--- config.mk ---
export PLATFORM = sky130hd
export DESIGN_NAME = usrt_tx_frame
export DESIGN_NICKNAME = d
export VERILOG_FILES = /design/src/rtl/usrt_pkg.sv /design/src/rtl/usrt_tx_frame_txparity.sv /design/src/rtl/usrt_tx_frame.sv
export SDC_FILE = /design/constraint.sdc
export NUM_CORES = 1
export LEC_CHECK = 0
export CAP_MARGIN = 20
export CORE_UTILIZATION = 55
export DETAILED_ROUTE_END_ITERATION = 12
export PLACE_DENSITY = 0.82
export SKIP_CTS_REPAIR_TIMING = 1
export SLEW_MARGIN = 10
export SYNTH_ARGS = -nofsm -noshare
export SYNTH_HDL_FRONTEND = slang
export SYNTH_HIERARCHICAL = 1
export SYNTH_SLANG_ARGS = --single-unit
--- constraint.sdc ---
create_clock -name i_Pclk -period 4.9 [get_ports i_Pclk]
set_input_delay 0.98 -clock i_Pclk [delete_from_list [all_inputs] [get_ports i_Pclk]]
set_output_delay 0.98 -clock i_Pclk [all_outputs]
set_load 0.02 [all_outputs]
--- src/rtl/usrt_pkg.sv ---
// Shared USRT definitions: parity modes, frame bit positions and FSM encoding.
package usrt_pkg;

    localparam logic [1:0] PAR_NONE = 2'b00;
    localparam logic [1:0] PAR_EVEN = 2'b01;
    localparam logic [1:0] PAR_ODD  = 2'b10;

    // Bit positions within one frame as it appears on the line
    localparam int START      = 0;
    localparam int DATA_FIRST = 1;
    localparam int DATA_LAST  = 8;
    localparam int PARITY     = 9;
    localparam int STOP       = 10;

    // Index of the final data bit, counted from zero
    localparam logic [2:0] LAST_DATA_IDX = 3'(DATA_LAST - DATA_FIRST);

    // State encoding is shared with the receiver; keep the order stable
    typedef enum logic [2:0] {
        ST_IDLE   = 3'd0,
        ST_START  = 3'd1,
        ST_DATA   = 3'd2,
        ST_PARITY = 3'd3,
        ST_STOP   = 3'd4
    } usrt_state_t;

endpackage

--- src/rtl/usrt_tx_frame_txparity.sv ---
// Parity generator for the transmit path; same definition as the receiver's checker.
module txparity
    import usrt_pkg::*;
(
    input  logic [7:0] i_Data,
    input  logic [1:0] i_Parity,
    output logic       o_ParityBit,
    output logic       o_Enable
);

    // Even mode sends the XOR of the data bits, odd mode its inverse; 11 behaves as none
    always_comb begin
        o_Enable    = (i_Parity == PAR_EVEN) || (i_Parity == PAR_ODD);
        o_ParityBit = (^i_Data) ^ (i_Parity == PAR_ODD);
    end

endmodule

--- src/rtl/usrt_tx_frame.sv ---
// USRT transmit framer: accepts a byte per handshake and shifts out
// start, 8 data bits LSB-first, optional parity and stop on o_Tx.
//
// state     | meaning
// ----------+----------------------------------------------------
// ST_IDLE   | line idle high, ready for a byte
// ST_START  | start bit (0)
// ST_DATA   | data bits, LSB first, bit_idx selects 0..7
// ST_PARITY | parity bit, only when the latched mode enables it
// ST_STOP   | stop bit (1); last clock can accept the next byte
module usrt_tx_frame
    import usrt_pkg::*;
#(
    parameter int g_CLKS_PER_BIT = 1
) (
    input  logic       i_Pclk,
    input  logic       i_Reset,
    input  logic [1:0] i_Parity,
    input  logic [7:0] i_Data,
    input  logic       i_Valid,
    output logic       o_Ready,
    output logic       o_Tx,
    output logic       o_Busy,
    output logic       o_Done
);

    localparam int CW = $clog2(g_CLKS_PER_BIT + 1);
    localparam logic [CW-1:0] CNT_LOAD = CW'(g_CLKS_PER_BIT - 1);

    usrt_state_t   state_q, state_nxt;
    logic [CW-1:0] cnt_q, cnt_nxt;
    logic [2:0]    idx_q, idx_nxt;
    logic [7:0]    shreg_q, shreg_nxt;
    logic          par_bit_q, par_bit_nxt;
    logic          par_en_q, par_en_nxt;
    logic          tx_q, tx_nxt;

    logic          par_bit_w;
    logic          par_en_w;
    logic          bit_end;
    logic          last_stop;
    logic          accept;

    txparity u_txparity (
        .i_Data      (i_Data),
        .i_Parity    (i_Parity),
        .o_ParityBit (par_bit_w),
        .o_Enable    (par_en_w)
    );

    // Handshake and status decode from registered state
    always_comb begin
        bit_end   = (cnt_q == '0);
        last_stop = (state_q == ST_STOP) && bit_end;
        o_Ready   = (state_q == ST_IDLE) || last_stop;
        o_Done    = last_stop;
        o_Busy    = (state_q != ST_IDLE);
        o_Tx      = tx_q;
        accept    = i_Valid && o_Ready;
    end

    // Next-state, bit timer, shifter and next line value
    always_comb begin
        state_nxt   = state_q;
        cnt_nxt     = cnt_q;
        idx_nxt     = idx_q;
        shreg_nxt   = shreg_q;
        par_bit_nxt = par_bit_q;
        par_en_nxt  = par_en_q;

        if (!bit_end) begin
            cnt_nxt = cnt_q - CW'(1);
        end

        case (state_q)
            ST_IDLE: begin
                cnt_nxt = '0;
            end
            ST_START: begin
                if (bit_end) begin
                    state_nxt = ST_DATA;
                    cnt_nxt   = CNT_LOAD;
                    idx_nxt   = '0;
                end
            end
            ST_DATA: begin
                if (bit_end) begin
                    cnt_nxt = CNT_LOAD;
                    if (idx_q == LAST_DATA_IDX) begin
                        state_nxt = par_en_q ? ST_PARITY : ST_STOP;
                    end else begin
                        idx_nxt   = idx_q + 3'd1;
                        shreg_nxt = {1'b0, shreg_q[7:1]};
                    end
                end
            end
            ST_PARITY: begin
                if (bit_end) begin
                    state_nxt = ST_STOP;
                    cnt_nxt   = CNT_LOAD;
                end
            end
            ST_STOP: begin
                if (bit_end) begin
                    state_nxt = ST_IDLE;
                    cnt_nxt   = '0;
                end
            end
            default: begin
                state_nxt = ST_IDLE;
                cnt_nxt   = '0;
            end
        endcase

        // A new byte overrides the IDLE / end-of-STOP transition, giving gapless frames
        if (accept) begin
            state_nxt   = ST_START;
            cnt_nxt     = CNT_LOAD;
            idx_nxt     = '0;
            shreg_nxt   = i_Data;
            par_bit_nxt = par_bit_w;
            par_en_nxt  = par_en_w;
        end

        case (state_nxt)
            ST_START:  tx_nxt = 1'b0;
            ST_DATA:   tx_nxt = shreg_nxt[0];
            ST_PARITY: tx_nxt = par_bit_nxt;
            default:   tx_nxt = 1'b1;
        endcase
    end

    // State and datapath registers; o_Tx comes straight from a flop
    always_ff @(posedge i_Pclk) begin
        if (i_Reset) begin
            state_q   <= ST_IDLE;
            cnt_q     <= '0;
            idx_q     <= '0;
            shreg_q   <= '0;
            par_bit_q <= 1'b0;
            par_en_q  <= 1'b0;
            tx_q      <= 1'b1;
        end else begin
            state_q   <= state_nxt;
            cnt_q     <= cnt_nxt;
            idx_q     <= idx_nxt;
            shreg_q   <= shreg_nxt;
            par_bit_q <= par_bit_nxt;
            par_en_q  <= par_en_nxt;
            tx_q      <= tx_nxt;
        end
    end

endmodule

---- Word-level counts from Yosys, hierarchy flattened ----
Cells that the tools add are included.
storage, ports and cells
  bits of input ports ..................... 13
  logic and storage cells ................. 60
  register bits after elaboration ......... 18
  output and inout port bits .............. 4
cells by class
  add/subtract/negate cells ............... 2
  multiplexer cells ....................... 18
  eq/ne operators ......................... 15
  bitwise gates (word level) .............. 3
  reductions and logical operators ........ 14
operators with widths
  operator                                               count
  two-way mux 8 bit                                      4
  two-way mux 3 bit                                      10
  one-hot mux 3 bit (5 select lines)                     1
  == test 3 x 2 -> 1 bit, second input constant          4
  inequality test 2 bit, second input constant           4
  OR reduction 4 bit                                     2
  parity 8 bit                                           1
  == test 3 x 1 -> 1 bit, second input constant          2
  == test 3 bit, second input constant                   2
  one-hot mux 3 bit (2 select lines)                     1
  AND reduction 4 bit                                    1
  nonzero test 2 bit                                     2
  adder 3 x 1 -> 3 bit, second input constant            1
  zero test 3 bit                                        1
  one-hot mux 1 bit (3 select lines)                     1
  AND reduction 3 bit                                    1
  nonzero test 3 bit                                     1
  == test 2 x 1 -> 1 bit, second input constant          1
  == test 2 bit, second input constant                   1
  logical AND 1 bit                                      2
  logical OR 1 bit                                       2
  inequality test 2 x 1 -> 1 bit, second input constant  1
  NOT 1 bit                                              2
  OR reduction 2 bit                                     1
  3 further kinds                                        3

---- Depth between registers and ports, before layout ----
  depth after elaboration ................. 7
  depth in mapped cells ................... 7
  mapped depth without buffers ............ 7

---- Modules after synthesis ----
The synthesis kept the hierarchy.
modules (own cells, without submodules)
  module         seq. area each (um2)  times used  cells each  area each (um2)
  usrt_tx_frame  360.3                 1           110         913.4
  txparity       0.0                   1           10          102.6

---- Worst setup path before layout ----
Ideal clock, no wire load.
  path type ............................... input -> register
  start point ............................. input port i_Parity[0]
  end point ............................... register tx_q (netlist: o_Tx)
  required time ........................... 4.778 ns
  stages on the path ...................... 7
  data arrival time ....................... 2.360 ns
  buffers on the path ..................... 0
  setup time .............................. 0.122 ns
  path slack .............................. 2.418 ns
  path through ............................ inv_1 -> ha_1 -> xnor2_2 -> xnor3_1 -> xnor2_1 -> mux2_4 -> a221o_1
between the ends
  longest elaborated chain between the ends .. 4
ends and longest elaborated chain
  item                                line                          source
  start, declared                     usrt_tx_frame.sv:18           input logic [1:0] i_Parity,
  == test 2 bit                       usrt_tx_frame_txparity.sv:14  o_ParityBit = (^i_Data) ^ (i_Parity == PAR_ODD);
  XOR 1 bit                           usrt_tx_frame_txparity.sv:14
  net par_bit_w                       usrt_tx_frame.sv:38           logic par_bit_w;
  two-way mux 1 bit                   usrt_tx_frame.sv:116          if (accept) begin
  one-hot mux 1 bit (3 select lines)  usrt_tx_frame.sv:125          case (state_nxt)
  end signal, assigned                usrt_tx_frame.sv:150          tx_q <= tx_nxt;
  end, declared                       usrt_tx_frame.sv:36           logic tx_q, tx_nxt;
The timed path passes the listed nets, and every way through them passes these cells.
A chain may end at the register's enable or synchronous reset.

---- Worst setup path after layout ----
Same ends and word-level chain as after synthesis.

==> summary.txt <==
Run status
  – Run status: finished clean

Min path
  – Worst Hold Path Cells: 2
  – Hold Path Class: flip-flop to flip-flop

Die
  – Placement Rows: 15
  – Die ar.: 2020 um2
  – I/O pins: 17
  – Die W: 45.0 um
  – Initial core utilization: 0.588
  – Chip Height: 45.0 um
  – Core ar.: 1730 um2

STA
  – Max Clk Rate: 365 MHz
  – Rel. slew slack: 0.456
  – Skew final: 0.00184 ns
  – Hold Vio Cnt, Final: 0
  – Max Slew Vio Count: 0
  – Tightest Pin Transition: 0.813 ns
  – Min Hold Slack: 0.474 ns
  – Setup TNS Final: 0 ns
  – RSZ-0062 raised after global routing: no
  – Final period demand of the worst path: 2.74 ns
  – Final setup fails: 0
  – Final period util: 0.560

Clocking
  – Clk pin slew, worst setup/hold paths: 0.09 ns
  – Root buffer cell: clkbuf_4
  – CTS tree: built
  – Max Buffers Root-to-Sink: 2
  – H-tree depth: 1
  – Sink Count: 18
  – Worst-skew pair later-pin latency: 0.28 ns
  – TritonCTS buffer count: 3

Synth
  – Most numerous cell in the Yosys netlist: dfxtp_1
  – EDFF count, synth: 0
  – Synth Flop Type: dfxtp_1
  – Largest cells by area after synthesis: dfxtp_1 (35%), a311oi_1 (6.0%), nand2_1 (5.9%)
  – Post-synth cell types: 41
  – Post-synth ARST share: 0
  – Average cell area after synthesis: 8.47 um2
  – Synth warnings: 6
  – Cell area after synthesis: 1020 um2
  – Mapped Cells: 120
  – Synth cell count leaders: dfxtp_1 (18), nand2_1 (16), nor2_1 (13)
  – Syn nets: 136
  – Top-area cell type share of the netlist area: 0.355
  – Synthesized flop and latch total: 18
  – Post-synthesis sequential area ratio: 0.355
  – Synth area leader: dfxtp_1

Setup path
  – Maximum fanout along the worst path: 2
  – CP Capture Type: flip-flop
  – R2r worst-path depth: 6
  – Critical Path AT: 2.92 ns
  – Critical Path RT: 5.08 ns
  – Startpoint class of the critical path: input port
  – WS Path Type: input port to flip-flop

Detailed routing
  – Vias: 886
  – DRC viols: 0
  – Routed vias/inst: 5.68
  – Starting DRT DRC Count: 12
  – Final WL: 2.07 mm
  – Routed Antenna Nets: 0
  – Drt wl/cell: 13.3 um
  – DRT Pass-1 Iters: 4

Layout
  – ANT cells: 0
  – Area growth from synthesis to final layout: 16.5%
  – Final nets: 149
  – Fraction of layout cells with a size suffix above 1: 0.0687

Global routing
  – First-pass GRT wire length: 3.26 mm
  – Vias in the first global route: 796
  – Largest net degree at the start of global routing: 18
  – All-layer global routing usage: 0.222
  – Number of antenna violations at the first check in global routing: 0
  – Grt ovf: 0

Run
  – Max cap viols: 0

Power and ir drop
  – Highest ir drop seen on vdd: 0.234 mV
  – Power Density: 280 nW/um2
  – P_leak: 0.000455 uW

Placed design
  – Final GP Congestion: 0.904
  – DP HPWL: 1.53 mm
  – I/O Buffers: 16
routing by layer:
| layer | up-vias | routed length (um) | GRT usage |
|---|---|---|---|
| li1 | 448 | - | - |
| met1 | 411 | 1010 | 0.294 |
| met2 | 23 | 942 | 0.339 |
| met3 | 4 | 95 | 0.0760 |
| met4 | 0 | 25 | 0.0667 |
| met5 | - | 0 | 0 |
logic make-up after synthesis:
group           count (synthesis)  synth area share
xor+xnor                        7            0.0813
flops                          18             0.355
compound gates                 22             0.170
other cells                     1           0.00369
simple gates                   57             0.282
fa+ha+maj                       3            0.0369
buf+inv                        11            0.0566
mux                             1            0.0148
metrics by stage:
step	utilization	cell area, um2	worst slack (ns)	total power [uW]	cells
final	0.686	1180	2.16	332	156
after detailed placement	0.672	1160	1.85	265	153
after global placement	0.672	1160	1.92	264	153
after floorplan	-	1020	2.42	239	120
after CTS	0.686	1180	2.16	335	156
after global routing	0.686	1180	2.11	352	156
placed cells by master, fill, tap and decap left out, types with 2 or more instances in the layout:
cell type        count
nor3_1               5
clkdlybuf4s50_1     16
xnor2_1              4
a311oi_1             7
clkbuf_4             3
dfxtp_1             18
nand2b_1             2
nor2b_1              3
nand2_1             16
a211oi_1             2
nand3_1             10
nor2_1              13
ha_1                 3
inv_1                3
a21oi_1              3
sequential cells by signal, summed over array words and instances, names as in the netlist:
name	count
cnt_q	1
par_bit_q	1
par_en_q	1
shreg_q	8
o_Tx	1
state_q	3
idx_q	3
power breakdown:
part	switching, uW	internal, uW
combinational	45.1	48.2
clock	40.2	28.5
sequential	10.4	159
total	95.6	236
critical path: stages:
cell and delay (ns):
clkdlybuf4s50_1 0.46, inv_1 0.04, ha_1 0.22, xnor2_2 0.17
xnor3_1 0.34, xnor2_1 0.14, mux2_4 0.26, a221o_1 0.32
path summary, 6_finish.rpt:
path                    start          to  slack, ns
setup / recovery  i_Parity[0]        o_Tx       2.16
hold / removal       idx_q[1]    idx_q[1]       0.47
setup reg to reg     idx_q[0]  shreg_q[4]       2.97
hold reg to reg      idx_q[1]    idx_q[1]       0.47
final cells by class:
| type | instances | area (um2) |
|---|---|---|
| clock buffer | 3 | 22.5 |
| sequential | 18 | 360 |
| inverter | 3 | 11.3 |
| timing repair buffer | 16 | 160 |
| fill | 146 | 543 |
| multi-input combinational | 91 | 598 |
| tap | 25 | 31.3 |
(Power assumes the default switching activity.)
